### src/rtl/uart_tx_frame.sv
`default_nettype none
// ============================================================================
// Module   : uart_tx_frame
// Purpose  : UART transmit framer; serialises a latched word LSB-first as
//            start / data / optional parity / 1-2 stop bits, one bit per
//            rising edge of the baud square wave.
// Revision : 1.0
// ============================================================================
module uart_tx_frame #(
    parameter int DATA_BITS = 8
) (
    input  logic                 clk,
    input  logic                 reset,
    input  logic                 baud_clk,
    input  logic                 tx_start,
    input  logic [DATA_BITS-1:0] tx_data,
    input  logic                 parity_en,
    input  logic                 parity_odd,
    input  logic                 two_stop,
    output logic                 tx,
    output logic                 tx_busy,
    output logic                 tx_done
);

    localparam int               CNT_W      = (DATA_BITS > 1) ? $clog2(DATA_BITS) : 1;
    localparam logic [CNT_W-1:0] c_LAST_BIT = CNT_W'(DATA_BITS - 1);
    localparam logic [CNT_W-1:0] c_CNT_ONE  = CNT_W'(1);

    typedef enum logic [2:0] {
        S_IDLE   = 3'd0,
        S_SYNC   = 3'd1,
        S_START  = 3'd2,
        S_DATA   = 3'd3,
        S_PARITY = 3'd4,
        S_STOP   = 3'd5
    } state_t;

    state_t                 state_q,    state_d;
    logic                   baud_q;
    logic [DATA_BITS-1:0]   shadow_q,   shadow_d;
    logic                   par_bit_q,  par_bit_d;
    logic                   par_en_q,   par_en_d;
    logic                   two_stop_q, two_stop_d;
    logic [CNT_W-1:0]       bit_cnt_q,  bit_cnt_d;
    logic                   stop_cnt_q, stop_cnt_d;
    logic                   tx_q,       tx_d;
    logic                   busy_q,     busy_d;
    logic                   done_q,     done_d;

    logic                   w_tick;
    logic [CNT_W-1:0]       w_next_idx;

    // One tick per rising edge of the baud square wave marks a bit boundary.
    assign w_tick     = baud_clk & ~baud_q;
    assign w_next_idx = bit_cnt_q + c_CNT_ONE;

    always_comb begin
        state_d    = state_q;
        shadow_d   = shadow_q;
        par_bit_d  = par_bit_q;
        par_en_d   = par_en_q;
        two_stop_d = two_stop_q;
        bit_cnt_d  = bit_cnt_q;
        stop_cnt_d = stop_cnt_q;
        tx_d       = tx_q;
        busy_d     = busy_q;
        done_d     = 1'b0;

        case (state_q)
            S_IDLE: begin
                tx_d   = 1'b1;
                busy_d = 1'b0;
                if (tx_start) begin
                    shadow_d   = tx_data;
                    par_bit_d  = (^tx_data) ^ parity_odd;
                    par_en_d   = parity_en;
                    two_stop_d = two_stop;
                    busy_d     = 1'b1;
                    state_d    = S_SYNC;
                end
            end

            // Hold the line high until a fresh bit boundary so the start bit
            // is always a full bit time.
            S_SYNC: begin
                tx_d = 1'b1;
                if (w_tick) begin
                    tx_d    = 1'b0;
                    state_d = S_START;
                end
            end

            S_START: begin
                if (w_tick) begin
                    tx_d      = shadow_q[0];
                    bit_cnt_d = '0;
                    state_d   = S_DATA;
                end
            end

            S_DATA: begin
                if (w_tick) begin
                    if (bit_cnt_q < c_LAST_BIT) begin
                        bit_cnt_d = w_next_idx;
                        tx_d      = shadow_q[w_next_idx];
                    end else if (par_en_q) begin
                        tx_d    = par_bit_q;
                        state_d = S_PARITY;
                    end else begin
                        tx_d       = 1'b1;
                        stop_cnt_d = 1'b0;
                        state_d    = S_STOP;
                    end
                end
            end

            S_PARITY: begin
                if (w_tick) begin
                    tx_d       = 1'b1;
                    stop_cnt_d = 1'b0;
                    state_d    = S_STOP;
                end
            end

            S_STOP: begin
                tx_d = 1'b1;
                if (w_tick) begin
                    if (two_stop_q && !stop_cnt_q) begin
                        stop_cnt_d = 1'b1;
                    end else begin
                        busy_d  = 1'b0;
                        done_d  = 1'b1;
                        state_d = S_IDLE;
                    end
                end
            end

            default: begin
                tx_d    = 1'b1;
                busy_d  = 1'b0;
                state_d = S_IDLE;
            end
        endcase
    end

    always_ff @(posedge clk or negedge reset) begin
        if (!reset) begin
            state_q    <= S_IDLE;
            baud_q     <= 1'b0;
            shadow_q   <= '0;
            par_bit_q  <= 1'b0;
            par_en_q   <= 1'b0;
            two_stop_q <= 1'b0;
            bit_cnt_q  <= '0;
            stop_cnt_q <= 1'b0;
            tx_q       <= 1'b1;
            busy_q     <= 1'b0;
            done_q     <= 1'b0;
        end else begin
            state_q    <= state_d;
            baud_q     <= baud_clk;
            shadow_q   <= shadow_d;
            par_bit_q  <= par_bit_d;
            par_en_q   <= par_en_d;
            two_stop_q <= two_stop_d;
            bit_cnt_q  <= bit_cnt_d;
            stop_cnt_q <= stop_cnt_d;
            tx_q       <= tx_d;
            busy_q     <= busy_d;
            done_q     <= done_d;
        end
    end

    assign tx      = tx_q;
    assign tx_busy = busy_q;
    assign tx_done = done_q;

endmodule
`default_nettype wire

### config.mk
export PLATFORM = sky130hd
export DESIGN_NAME = uart_tx_frame
export DESIGN_NICKNAME = d
export VERILOG_FILES = /design/src/rtl/uart_tx_frame.sv
export SDC_FILE = /design/constraint.sdc
export NUM_CORES = 1
export LEC_CHECK = 0
export ABC_AREA = 1
export CAP_MARGIN = 20
export CORE_MARGIN = 2
export CORE_UTILIZATION = 25
export CTS_CLUSTER_DIAMETER = 80
export DETAILED_ROUTE_END_ITERATION = 7
export PLACE_DENSITY = 0.42
export SLEW_MARGIN = 20
export SYNTH_ARGS = -nofsm -noshare
export SYNTH_HDL_FRONTEND = slang
export SYNTH_SLANG_ARGS = --single-unit
### constraint.sdc
create_clock -name clk -period 1.5 [get_ports clk]
set_input_delay 0.375 -clock clk [delete_from_list [all_inputs] [get_ports clk]]
set_output_delay 0.375 -clock clk [all_outputs]
set_load 0.05 [all_outputs]
==> metrics <==
run status=finished, final reports clean; antenna cells=0; Vias/cell=4.16; site row count=26; achievable clock frequency=approximately 740 MHz; Worst-Margin Slew=about 230 ps; Top cell by count, worst path=nand2_1; clock buffer depth=2; Ys Warns=0; half-perimeter wire length after placement=2160 µm; largest net degree at the start of global routing=23; Post-Synth Simple-Gate Area=32.3%; Die H=between 70 and 80 µm; RD Place Congestion=0.818; PD cells=~1700 nW/µm²; Worst Path Max Fanout=6; Post-Syn Instances=174; H-tree depth=1; CORE AREA=roughly 5000 µm²; # DRC=0; hold path depth=1; input/output buffers=17; Pre-antenna DRT Iters=4; Clock Root Buffer=clkbuf_8; WHS Endpoint=baud_q$_DFF_PN0_; Nets=220; GRT Resource Usage Total=approximately a tenth; vias in the first global route=~1100; Post-Synthesis Net Count=190; Register Area=553 µm²; Netlist cell types=28; reg-to-reg setup timing slack=roughly 150 ps; Slew Limit Headroom=between 80% and 90%; post-synthesis mux area share=0%; Peak supply drop=about 0.45 mV; Cell Chain, Critical Path=inv_2 > nand2_2 > nor2_1 > nand2_1 > o21ai_2 > nor3_2 > nand2_4 > nand2_1 > o21ai_1; Synth Register Bits=22; cell area after synthesis=~1300 µm²; reg2reg end=state_q[0]$_DFFE_PN0P_; CTS Hold Bufs=0; ratio of final minimum period to clock period=around 90%; CP endpoint kind=flip-flop; RSZ-0062 raised after global routing=false; first-pass GRT wire length=~4900 µm; Worst path max stage delay=around 470 ps; final setup violation count=0; hold_ws=between 200 and 300 ps; main combinational cell family by area after synthesis=simple AND/OR/NAND/NOR gates; CTS tree=done; Clock Pin Slew Worst Setup and Hold Paths=about 80 ps; layout cell share with drive strength beyond 1=20.2%; post-synthesis adder-cell area fraction=0.966%; initial antenna violation count=0; Setup CP Type=flip-flop to flip-flop; die area=just under 6000 µm²; Layout Utilization=between 30% and 40%; total clock sinks=22; startpoint types=flip-flop; gr ovfl total=0; antenna-violating nets left=0; Horiz. Die Dim=76.0 µm; Top reg by flops=shadow_q; routed len/inst=9.80 µm; max FFs per register=8; iteration-0 DRC count of the detailed router=15; post-synthesis sequential area ratio=between 40% and 50%; total CTS buffers=3; post-synthesis xor/xnor area fraction=under 10%; routed via count=about 1100; Layout area overhead=32.9%; initial core utilization=roughly a quarter; Multi-input gate area=between 600 and 700 µm²; Pleak=between 0.0008 and 0.0009 µW; clock skew=~0.80 ps; io pins=18; # fillers=around 550; Skew-Pair Late Insertion Delay=roughly 260 ps; largest registers=shadow_q x8, bit_cnt_q x3, state_q x3; Synth Area in Compound Gates=about an eighth; CP arrival=1500 ps; worst hold start=baud_clk; final hold vios=0; critical path's slowest cell=dfrtp_1; Final Critical Period=~1400 ps; FF-to-FF Start=state_q[0]$_DFFE_PN0P_; Synth Area per Inst=~7.4 µm²; total wire length=around 2700 µm; path depth of the worst reg2reg path=9; Slew Limit Fails=0; HP Class=primary input to flip-flop; Req. time, crit path=between 1500 and 2000 ps; MaxCap Viol Count=0
through the flow:
step	instance area [µm²]	setup slack, ps	setup TNS [ps]	power, µW	cells
6_report	1720	147	0	2900	273
5_1_grt	1720	0.363	0	3200	273
4_1_cts	1700	72.5	0	2900	272
3_5_place_dp	1660	-204	-1460	2500	268
3_3_place_gp	1660	-171	-1260	2480	268
2_1_floorplan	1290	280	0	2050	174
per-layer routing:
metal | global-route usage [%] | vias up | routed length (µm)
li1 | - | 606 | -
met1 | 13.8 | 517 | 1330
met2 | 16.3 | 11 | 1260
met3 | 1.66 | 2 | 56
met4 | 3.27 | 0 | 27
met5 | 0 | - | 0
worst max-delay path: cells and delay by family (launching register included):
family	cells	cell delay, ps
compound gates	2	120
simple gates	6	590
flops	1	470
buf+inv	1	70
logic make-up after synthesis:
logic type                 count (synthesis)
buffers and inverters                     31
AOI/OAI and AO/OA                         29
xor gates and xnor gates                   3
and+or+nand+nor                           88
adders and majority gates                  1
DFF                                       22
where the power goes:
part / total (µW) / switching [µW] / internal, µW
logic: 1500 / 896 / 601
registers: 1010 / 170 / 843
clock network: 387 / 198 / 189
total: 2900 / 1260 / 1630
cell type report:
class                           instances  share of cell area, %
Sequential cell                        22                   32.1
Multi-Input combinational cell        121                   36.7
Tap cell                               70                   5.09
Timing Repair Buffer                   28                   17.3
Clock buffer                            4                   2.62
Inverter                               28                   6.11
layout by cell type, fill, tap and decap left out, drive strengths merged, types with 2 or more instances in the layout:
cell and count:
clkdlybuf4s50 13, inv 28, nand2 55, buf 14, o21ai 23, nand3 12, o21bai 2, nor3 5
nor2 13, nand3b 2, xnor2 2, dfrtp 21, a21oi 3, clkbuf 4
cells in the mapped netlist:
library cell	count	share of area [%]
xor2_1	1	0.68
inv_2	7	2.0
nand3b_1	2	1.2
buf_2	2	0.77
o21bai_1	2	1.2
a21oi_1	2	0.77
o21ai_4	1	1.3
ha_1	1	0.97
inv_1	21	6.1
o22ai_1	1	0.48
a21oi_2	1	0.68
xnor2_1	2	1.4
nor3_2	2	1.5
nand3_1	10	3.9
nand3_2	2	1.5
nand2_2	4	1.9
nand4_1	1	0.48
nor2_4	1	0.87
nor2_1	10	2.9
nor2_2	1	0.48
nand2_1	51	15
clkbuf_2	1	0.39
dfrtp_1	21	41
nor2_8	1	1.5
nor3_1	3	1.2
dfstp_2	1	2.0
o21ai_0	9	3.5
o21ai_1	13	5.0
what timing repair did:
| item | 4_1_cts | 5_1_grt |
|---|---|---|
| setup buffers | 0 | 1 |
| setup endpoints to repair | 0 | 4 |
| gates resized for setup | 0 | 6 |
| endpoints found under the hold margin | 0 | 0 |
worst max-delay path by stage:
stage                             startpoint                 endpoint
finish                state_q[0]$_DFFE_PN0P_   state_q[0]$_DFFE_PN0P_
global route          state_q[1]$_DFFE_PN0P_  shadow_q[0]$_DFFE_PN0P_
CTS                                 baud_clk   state_q[0]$_DFFE_PN0P_
detailed placement                  baud_clk   state_q[0]$_DFFE_PN0P_
global placement                    baud_clk   state_q[0]$_DFFE_PN0P_
floorplan           bit_cnt_q[0]$_DFFE_PN0P_           tx$_DFFE_PN1P_
No activity file was read; power rests on OpenSTA's default activity.
